===== src/rtl/uart_tx.sv =====
// UART transmitter: start bit, 8 data bits LSB first, optional even parity, STOP_BITS stop bits; line idles high.
// Latency: x goes low one clk after accept; rdy is low for (9+STOP_BITS[+1 parity])*CLKS_PER_BIT cycles.
// Backpressure: en is ignored while rdy=0, except at the final stop edge, where a held en chains the next frame. Macro: UART_TX_PARITY_EN.
module uart_tx #(
    parameter int CLKS_PER_BIT = 16,
    parameter int STOP_BITS    = 1
) (
    input  logic       clk,
    input  logic       rst_n,
    input  logic       en,
    input  logic [7:0] data,
    output logic       x,
    output logic       rdy
);
    localparam int CW = (CLKS_PER_BIT > 1) ? $clog2(CLKS_PER_BIT) : 1;
    localparam logic [CW-1:0] CNT_MAX   = CW'(CLKS_PER_BIT - 1);
    localparam logic          STOP_LAST = 1'(STOP_BITS - 1);

    if (CLKS_PER_BIT < 1) begin : g_bad_cpb
        $error("uart_tx: CLKS_PER_BIT must be >= 1");
    end
    if (STOP_BITS != 1 && STOP_BITS != 2) begin : g_bad_stop
        $error("uart_tx: STOP_BITS must be 1 or 2");
    end

`ifdef UART_TX_PARITY_EN
    typedef enum logic [2:0] {IDLE, START, DATA, STOP, PARITY} state_t;
`else
    typedef enum logic [2:0] {IDLE, START, DATA, STOP} state_t;
`endif

    state_t          state, state_nxt;
    logic [CW-1:0]   cnt, cnt_nxt;
    logic [2:0]      idx, idx_nxt;
    logic [7:0]      sh, sh_nxt;
    logic            stop_idx, stop_nxt;
    logic            x_nxt, rdy_nxt;
    logic            bit_end, frame_end, accept;
`ifdef UART_TX_PARITY_EN
    logic            par, par_nxt;
`endif

    assign bit_end   = (cnt == CNT_MAX);
    assign frame_end = (state == STOP) && bit_end && (stop_idx == STOP_LAST);
    // A held en at the last stop edge starts the next frame with no idle gap.
    assign accept    = en && ((state == IDLE) || frame_end);

    always_ff @(posedge clk or negedge rst_n) begin
        if (!rst_n) begin
            state    <= IDLE;
            cnt      <= '0;
            idx      <= '0;
            sh       <= '0;
            stop_idx <= 1'b0;
            x        <= 1'b1;
            rdy      <= 1'b1;
`ifdef UART_TX_PARITY_EN
            par      <= 1'b0;
`endif
        end else begin
            state    <= state_nxt;
            cnt      <= cnt_nxt;
            idx      <= idx_nxt;
            sh       <= sh_nxt;
            stop_idx <= stop_nxt;
            x        <= x_nxt;
            rdy      <= rdy_nxt;
`ifdef UART_TX_PARITY_EN
            par      <= par_nxt;
`endif
        end
    end

    always_comb begin
        state_nxt = state;
        cnt_nxt   = cnt;
        idx_nxt   = idx;
        sh_nxt    = sh;
        stop_nxt  = stop_idx;
        x_nxt     = x;
        rdy_nxt   = rdy;
`ifdef UART_TX_PARITY_EN
        par_nxt   = par;
`endif
        if (state != IDLE) begin
            cnt_nxt = bit_end ? '0 : cnt + CW'(1);
        end

        case (state)
            IDLE: ;
            START: begin
                if (bit_end) begin
                    state_nxt = DATA;
                    x_nxt     = sh[0];
                end
            end
            DATA: begin
                if (bit_end) begin
                    sh_nxt  = {1'b0, sh[7:1]};
                    idx_nxt = idx + 3'd1;
                    if (idx == 3'd7) begin
`ifdef UART_TX_PARITY_EN
                        state_nxt = PARITY;
                        x_nxt     = par;
`else
                        state_nxt = STOP;
                        x_nxt     = 1'b1;
                        stop_nxt  = 1'b0;
`endif
                    end else begin
                        x_nxt = sh[1];
                    end
                end
            end
`ifdef UART_TX_PARITY_EN
            PARITY: begin
                if (bit_end) begin
                    state_nxt = STOP;
                    x_nxt     = 1'b1;
                    stop_nxt  = 1'b0;
                end
            end
`endif
            STOP: begin
                if (bit_end) begin
                    if (stop_idx == STOP_LAST) begin
                        state_nxt = IDLE;
                        rdy_nxt   = 1'b1;
                    end else begin
                        stop_nxt = 1'b1;
                    end
                end
            end
            default: begin
                state_nxt = IDLE;
                x_nxt     = 1'b1;
                rdy_nxt   = 1'b1;
            end
        endcase

        if (accept) begin
            state_nxt = START;
            sh_nxt    = data;
            cnt_nxt   = '0;
            idx_nxt   = '0;
            stop_nxt  = 1'b0;
            x_nxt     = 1'b0;
            rdy_nxt   = 1'b0;
`ifdef UART_TX_PARITY_EN
            par_nxt   = ^data;
`endif
        end
    end
endmodule


===== config.mk =====
export PLATFORM = sky130hd
export DESIGN_NAME = uart_tx
export DESIGN_NICKNAME = d
export VERILOG_FILES = /design/src/rtl/uart_tx.sv
export SDC_FILE = /design/constraint.sdc
export NUM_CORES = 1
export LEC_CHECK = 0
export ABC_AREA = 1
export CAP_MARGIN = 20
export CORE_UTILIZATION = 53
export DETAILED_ROUTE_END_ITERATION = 16
export PLACE_DENSITY = 0.76
export SLEW_MARGIN = 40
export SYNTH_ARGS = -nofsm -noshare
export SYNTH_HDL_FRONTEND = slang
export SYNTH_SLANG_ARGS = --single-unit

===== constraint.sdc =====
create_clock -name clk -period 1.79 [get_ports clk]
set_input_delay 0.537 -clock clk [delete_from_list [all_inputs] [get_ports clk]]
set_output_delay 0.537 -clock clk [all_outputs]
set_load 0.02 [all_outputs]

==> impl_metrics.tcl, run 1 <==
set metrics [dict create \
    synth_top_family_by_area "simple AND/OR/NAND/NOR gates" \
    critPathKind "flip-flop to primary output" \
    drtPass1Iterations 4 \
    yosys.area.top_type_share_pct 40.0 \
    post_cts_buffers 0 \
    place.gp.congestion 0.863 \
    diodes 0 \
    initial_core_util_pct 59.0 \
    dpl-instance-area_um2 1200 \
    rows 15 \
    post_drt_via_cell_ratio 5.16 \
    critPathLaunch "rdy" \
    syn-num-nets 156 \
    drtIter0Drc 22 \
    rsz0062_at_grt "no" \
    dieArea_um2 2190 \
    grt_use_total_pct 21.4 \
    utilization_pct 68.1 \
    nNetsFinal 173 \
    crit_family "flip-flops" \
    path_max_fanout 2 \
    die_h_um 46.8 \
    drive_above_1_share_pct 9.74 \
    synthAdderAreaFrac_pct 8.24 \
    min_period_over_period_pct 95.3 \
    dp_slack_ns 0.0667 \
    critPathCaptureType "primary output" \
    core_um2 1800 \
    cts.htree.levels 1 \
    setup_tns_ns 0 \
    yosysTopAreaCell "dfrtp_1" \
    hold_path_class "flip-flop to flip-flop" \
    hp-start "x" \
    clkSlewWorstSetupHoldPaths_ns 0.10 \
    power.static_leakage_nw 0.692 \
    outcome "finished clean" \
    mostFrequentLayoutCells "71 x nand2_1, 17 x dfrtp_1, 10 x clkdlybuf4s50_1" \
    critPathArrivalTime_ns 1.17 \
    wl_per_cell_um 11.1 \
    ir_drop_v 0.000765 \
    cp_num_buf_inv 1 \
    vias 924 \
    synth_area_um2 1060 \
    slew_headroom_pct 83.5 \
    synth_compound_area_share_pct 4.59 \
    clock_sinks 19 \
    dp_hpwl_um 1490 \
    wl_um 1980 \
    cts.path.max_buffers 2 \
    fp.dieW_um 46.8 \
    finalSetupViolCount 0 \
    grt_pass1_vias 839 \
    drc 0 \
    cp_slowest_cell "dfstp_2" \
    yosys.area_share.simple_pct 34.4 \
    final_area_um2 1230 \
    clk_latency_ns 0.30 \
    final_common_cell "nand2_1" \
    cp_data_required_time_ns 1.25 \
    synth_area_per_cell_um2 7.71 \
    overflow 0 \
    synthMuxAreaShare_pct 0 \
    grt_pass1_wl_um 3290 \
    synth.area.top_cells "dfrtp_1 40%, nand2_1 25%, ha_1 8.2%, dfstp_2 4.9%, nand3_1 4.2%" \
    hold_viol 0 \
    fmax_mhz 586 \
    max_stage_delay_ns 0.55 \
    ios 13 \
    ant_nets 0 \
    path_cells "dlygate4sd2_1" \
    startpoint_type "flip-flop" \
    synth_cell_types 21 \
    cap_violations 0 \
    synth_cells 138 \
    powerDensity_nw_per_um2 1500 \
    synth-seq-cells 19 \
    area_growth_pct 15.4 \
    grt_max_degree 20 \
    ys_warn_count 0 \
    cts_tree "built" \
    r2r_start "state[0]" \
    cts.repair.resized 2 \
    period_needed_ns 1.71 \
    tightest_slew_ns 0.248 \
    cts_root_buffer "clkbuf_4" \
    portBuffers 12 \
    yosysSeqAreaShare_pct 44.9 \
    cts_buffers 3 \
    yosys.area_share.xor_xnor_pct 0.824 \
    hold_buffers 0 \
    antenna_found_initial 0 \
    skew_ns 0.000643 \
    setup_ws_ns 0.0840 \
    drv_slew 0 \
]
==> worst min-delay path: stages (launching register included) <==
cell and delay [ns]:
dfstp_2 0.38, nand2_1 0.05, nand2_1 0.04
==> Yosys cell counts <==
library cell,count
a21oi_1,4
buf_4,1
buf_6,3
dfrtp_1,17
dfstp_2,2
ha_1,7
inv_1,7
inv_2,2
nand2_1,71
nand2_2,1
nand2_4,1
nand3_1,9
nand4_1,1
nor2_1,5
nor3_1,1
o211ai_1,1
o21ai_0,1
o21ai_2,1
o31ai_1,1
or2_2,1
xnor2_1,1
==> final timing paths <==
| check | to | slack (ns) | cells after the start |
|---|---|---|---|
| worst min register to register | x | 0.47 | 2 |
| worst min-delay path | x | 0.47 | 2 |
| min in group asynchronous | cnt[1] | 0.57 | 2 |
| worst max register to register | sh[3] | 0.24 | 9 |
| max in group asynchronous | x | 0.96 | 2 |
| worst max-delay path | rdy | 0.08 | 1 |
==> power by group <==
part	leakage (nW)	internal [mW]	switching (mW)
registers	0.239	0.620	0.132
clock network	0.0150	0.0869	0.130
logic	0.438	0.349	0.522
==> sequential cells by signal, summed over array words and instances (netlist names) <==
name,cells
rdy,1
cnt,4
idx,3
x,1
sh,8
state,2
==> per-layer routing <==
metal	part of all wire, %	wire [um]	track usage, %	vias up
met5	0	0	0	-
met4	1.8	36	12.0	0
met3	3.0	59	3.46	5
met2	50	994	36.4	15
met1	45	893	25.7	442
li1	-	-	-	462
==> area by class of cell <==
cell class                 instances  area (um2)
multi-input combinational        106         510
tap                               25        31.3
sequential                        19         478
timing repair buffer              16         148
fill                             162         574
inverter                           9        33.8
clock buffer                       4        26.3
==> stage by stage <==
step | power, mW | hold WS, ns | std cells
floorplan | 1.44 | 0.241 | 138
global placement | 1.61 | 0.452 | 175
detailed placement | 1.64 | 0.461 | 175
CTS | 1.86 | 0.476 | 179
global route | 2.03 | 0.499 | 179
finish | 1.84 | 0.469 | 179
==> cell families after synthesis <==
logic type,after synthesis
buffers and inverters,13
adder cells (fa/ha/maj),7
XOR/XNOR,1
AND/OR/NAND/NOR,90
flip-flops,19
AO/OA/AOI/OAI,8
No activity file was read; power rests on OpenSTA's default activity.
==> run 2, diff against run 1 <==
==> constraint.sdc (replaced) <==
create_clock -name clk -period 1.79 [get_ports clk]
set_input_delay 0.179 -clock clk [delete_from_list [all_inputs] [get_ports clk]]
set_output_delay 0.179 -clock clk [all_outputs]
set_load 0.02 [all_outputs]
==> impl_metrics.tcl, run 2 (synthesis gave the netlist of run 1 again) <==
set metrics [dict create \
    clkSlewWorstSetupHoldPaths_ns 0.11 \
    skew_ns 0.00524 \
    use_met3_pct 3.46 \
    top_register "sh" \
    grt-busiest-layer "met2" \
    core_um2 1800 \
    slew_headroom_pct 82.5 \
    cts.path.max_buffers 2 \
    critPathKind "flip-flop to primary output" \
    wl_per_cell_um 10.7 \
    cp_num_buf_inv 1 \
    cts.repair.resized 0 \
    min_period_over_period_pct 89.8 \
    post_drt_via_cell_ratio 5.00 \
    cap_violations 0 \
    tightest_slew_ns 0.261 \
    finalSetupViolCount 0 \
    path_cells "clkdlybuf4s50_1" \
    largest_reg_flops 8 \
    portBuffers 12 \
    nNetsFinal 171 \
    use_met2_pct 34.7 \
    post_cts_buffers 0 \
    powerDensity_nw_per_um2 1500 \
    drtPass1Iterations 4 \
    wl_um 1890 \
    reg2reg_slack_ns 0.21 \
    multiInputGateArea_um2 510 \
    grt_max_degree 20 \
    reg_top3 "sh x8, cnt x4, idx x3" \
    ios 13 \
    diodes 0 \
    grt_util_met1_pct 27.7 \
    grt_pass1_vias 788 \
    dp_hpwl_um 1430 \
    cts_buffers 3 \
    final_common_cell "nand2_1" \
    critPathLaunch "x" \
    die_h_um 46.8 \
    drc 0 \
    area_growth_pct 14.2 \
    outcome "finished clean" \
    drive_above_1_share_pct 8.55 \
    r2r_start "state[0]" \
    cts_root_buffer "clkbuf_4" \
    initial_core_util_pct 59.0 \
    cp_slowest_cell "clkdlybuf4s50_1" \
    mostFrequentLayoutCells "71 x nand2_1, 17 x dfrtp_1, 12 x clkdlybuf4s50_1" \
    clk_latency_ns 0.29 \
    antenna_found_initial 0 \
    critPathCaptureType "primary output" \
    dpl-instance-area_um2 1190 \
    ant_nets 0 \
    critPathArrivalTime_ns 1.43 \
    final_area_um2 1210 \
    r2r_cells 9 \
    cts_tree "built" \
    dieArea_um2 2190 \
    vias 885 \
    overflow 0 \
    cts.htree.levels 1 \
    period_needed_ns 1.61 \
    power.static_leakage_nw 0.673 \
    rows 15 \
    hold_buffers 0 \
    setup_tns_ns 0 \
    drtIter0Drc 17 \
    place.gp.congestion 0.858 \
    drv_slew 0 \
    grt_pass1_wl_um 3250 \
    r2r-end "sh[5]" \
    crit_family "buffers and inverters" \
    clock_sinks 19 \
    fmax_mhz 622 \
    max_stage_delay_ns 0.59 \
    hold_viol 0 \
    power_mw 1.82 \
    cp_data_required_time_ns 1.61 \
    nFillCells 176 \
    critical_path_depth 1 \
    grt_use_total_pct 20.9 \
    crit_end "x" \
    startpoint_type "flip-flop" \
    regArea_um2 478 \
    fp.dieW_um 46.8 \
    rsz0062_at_grt "no" \
    ir_drop_v 0.000804 \
    hold_path_class "input port to async pin" \
    path_max_fanout 2 \
]
-- run 2: power by group --
| part | switching [mW] | internal (mW) |
|---|---|---|
| combinational | 0.511 | 0.336 |
| clock | 0.124 | 0.0865 |
| sequential | 0.139 | 0.620 |
-- run 2: worst min-delay path by stage --
stage / from / end / depth (start not counted) / slack [ns]
after floorplan: rst_n / cnt[0] / 0 / -0.12
final: rst_n / cnt[0] / 2 / 0.22
after CTS: rst_n / cnt[0] / 2 / 0.22
after global placement: x / x / 2 / 0.46
after global routing: rst_n / cnt[0] / 2 / 0.23
after detailed placement: x / x / 2 / 0.46
-- run 2: worst register-to-register path: stages, from the launching register on --
cell     delay, ns
dfrtp_1       0.41
inv_1         0.08
ha_1          0.22
inv_1         0.11
nand2_2       0.08
nand2_4       0.16
o21ai_2       0.13
inv_2         0.19
nand2_1       0.07
nand2_1       0.07
-- run 2: metal layers --
metal  part of all wire [%]  wire length [um]
met1                     47               890
met4                   0.95                18
met2                     49               929
met3                    2.8                53
met5                      0                 0
-- run 2: layout make-up --
cell class,instances,share of cell area (%)
Inverter,9,2.78
Multi-Input combinational cell,106,42.0
Tap cell,25,2.57
Clock buffer,4,2.16
Sequential cell,19,39.3
Timing Repair Buffer,14,11.1
-- run 2: stage by stage --
step / cells / hold WS, ns / setup WS (ns) / utilization [%]
2_1_floorplan: 138 / -0.117 / 0.444 / -
3_3_place_gp: 173 / 0.462 / 0.267 / 66.0
3_5_place_dp: 173 / 0.461 / 0.215 / 66.0
4_1_cts: 177 / 0.216 / 0.170 / 67.4
5_1_grt: 177 / 0.226 / 0.0598 / 67.4
6_report: 177 / 0.216 / 0.182 / 67.4
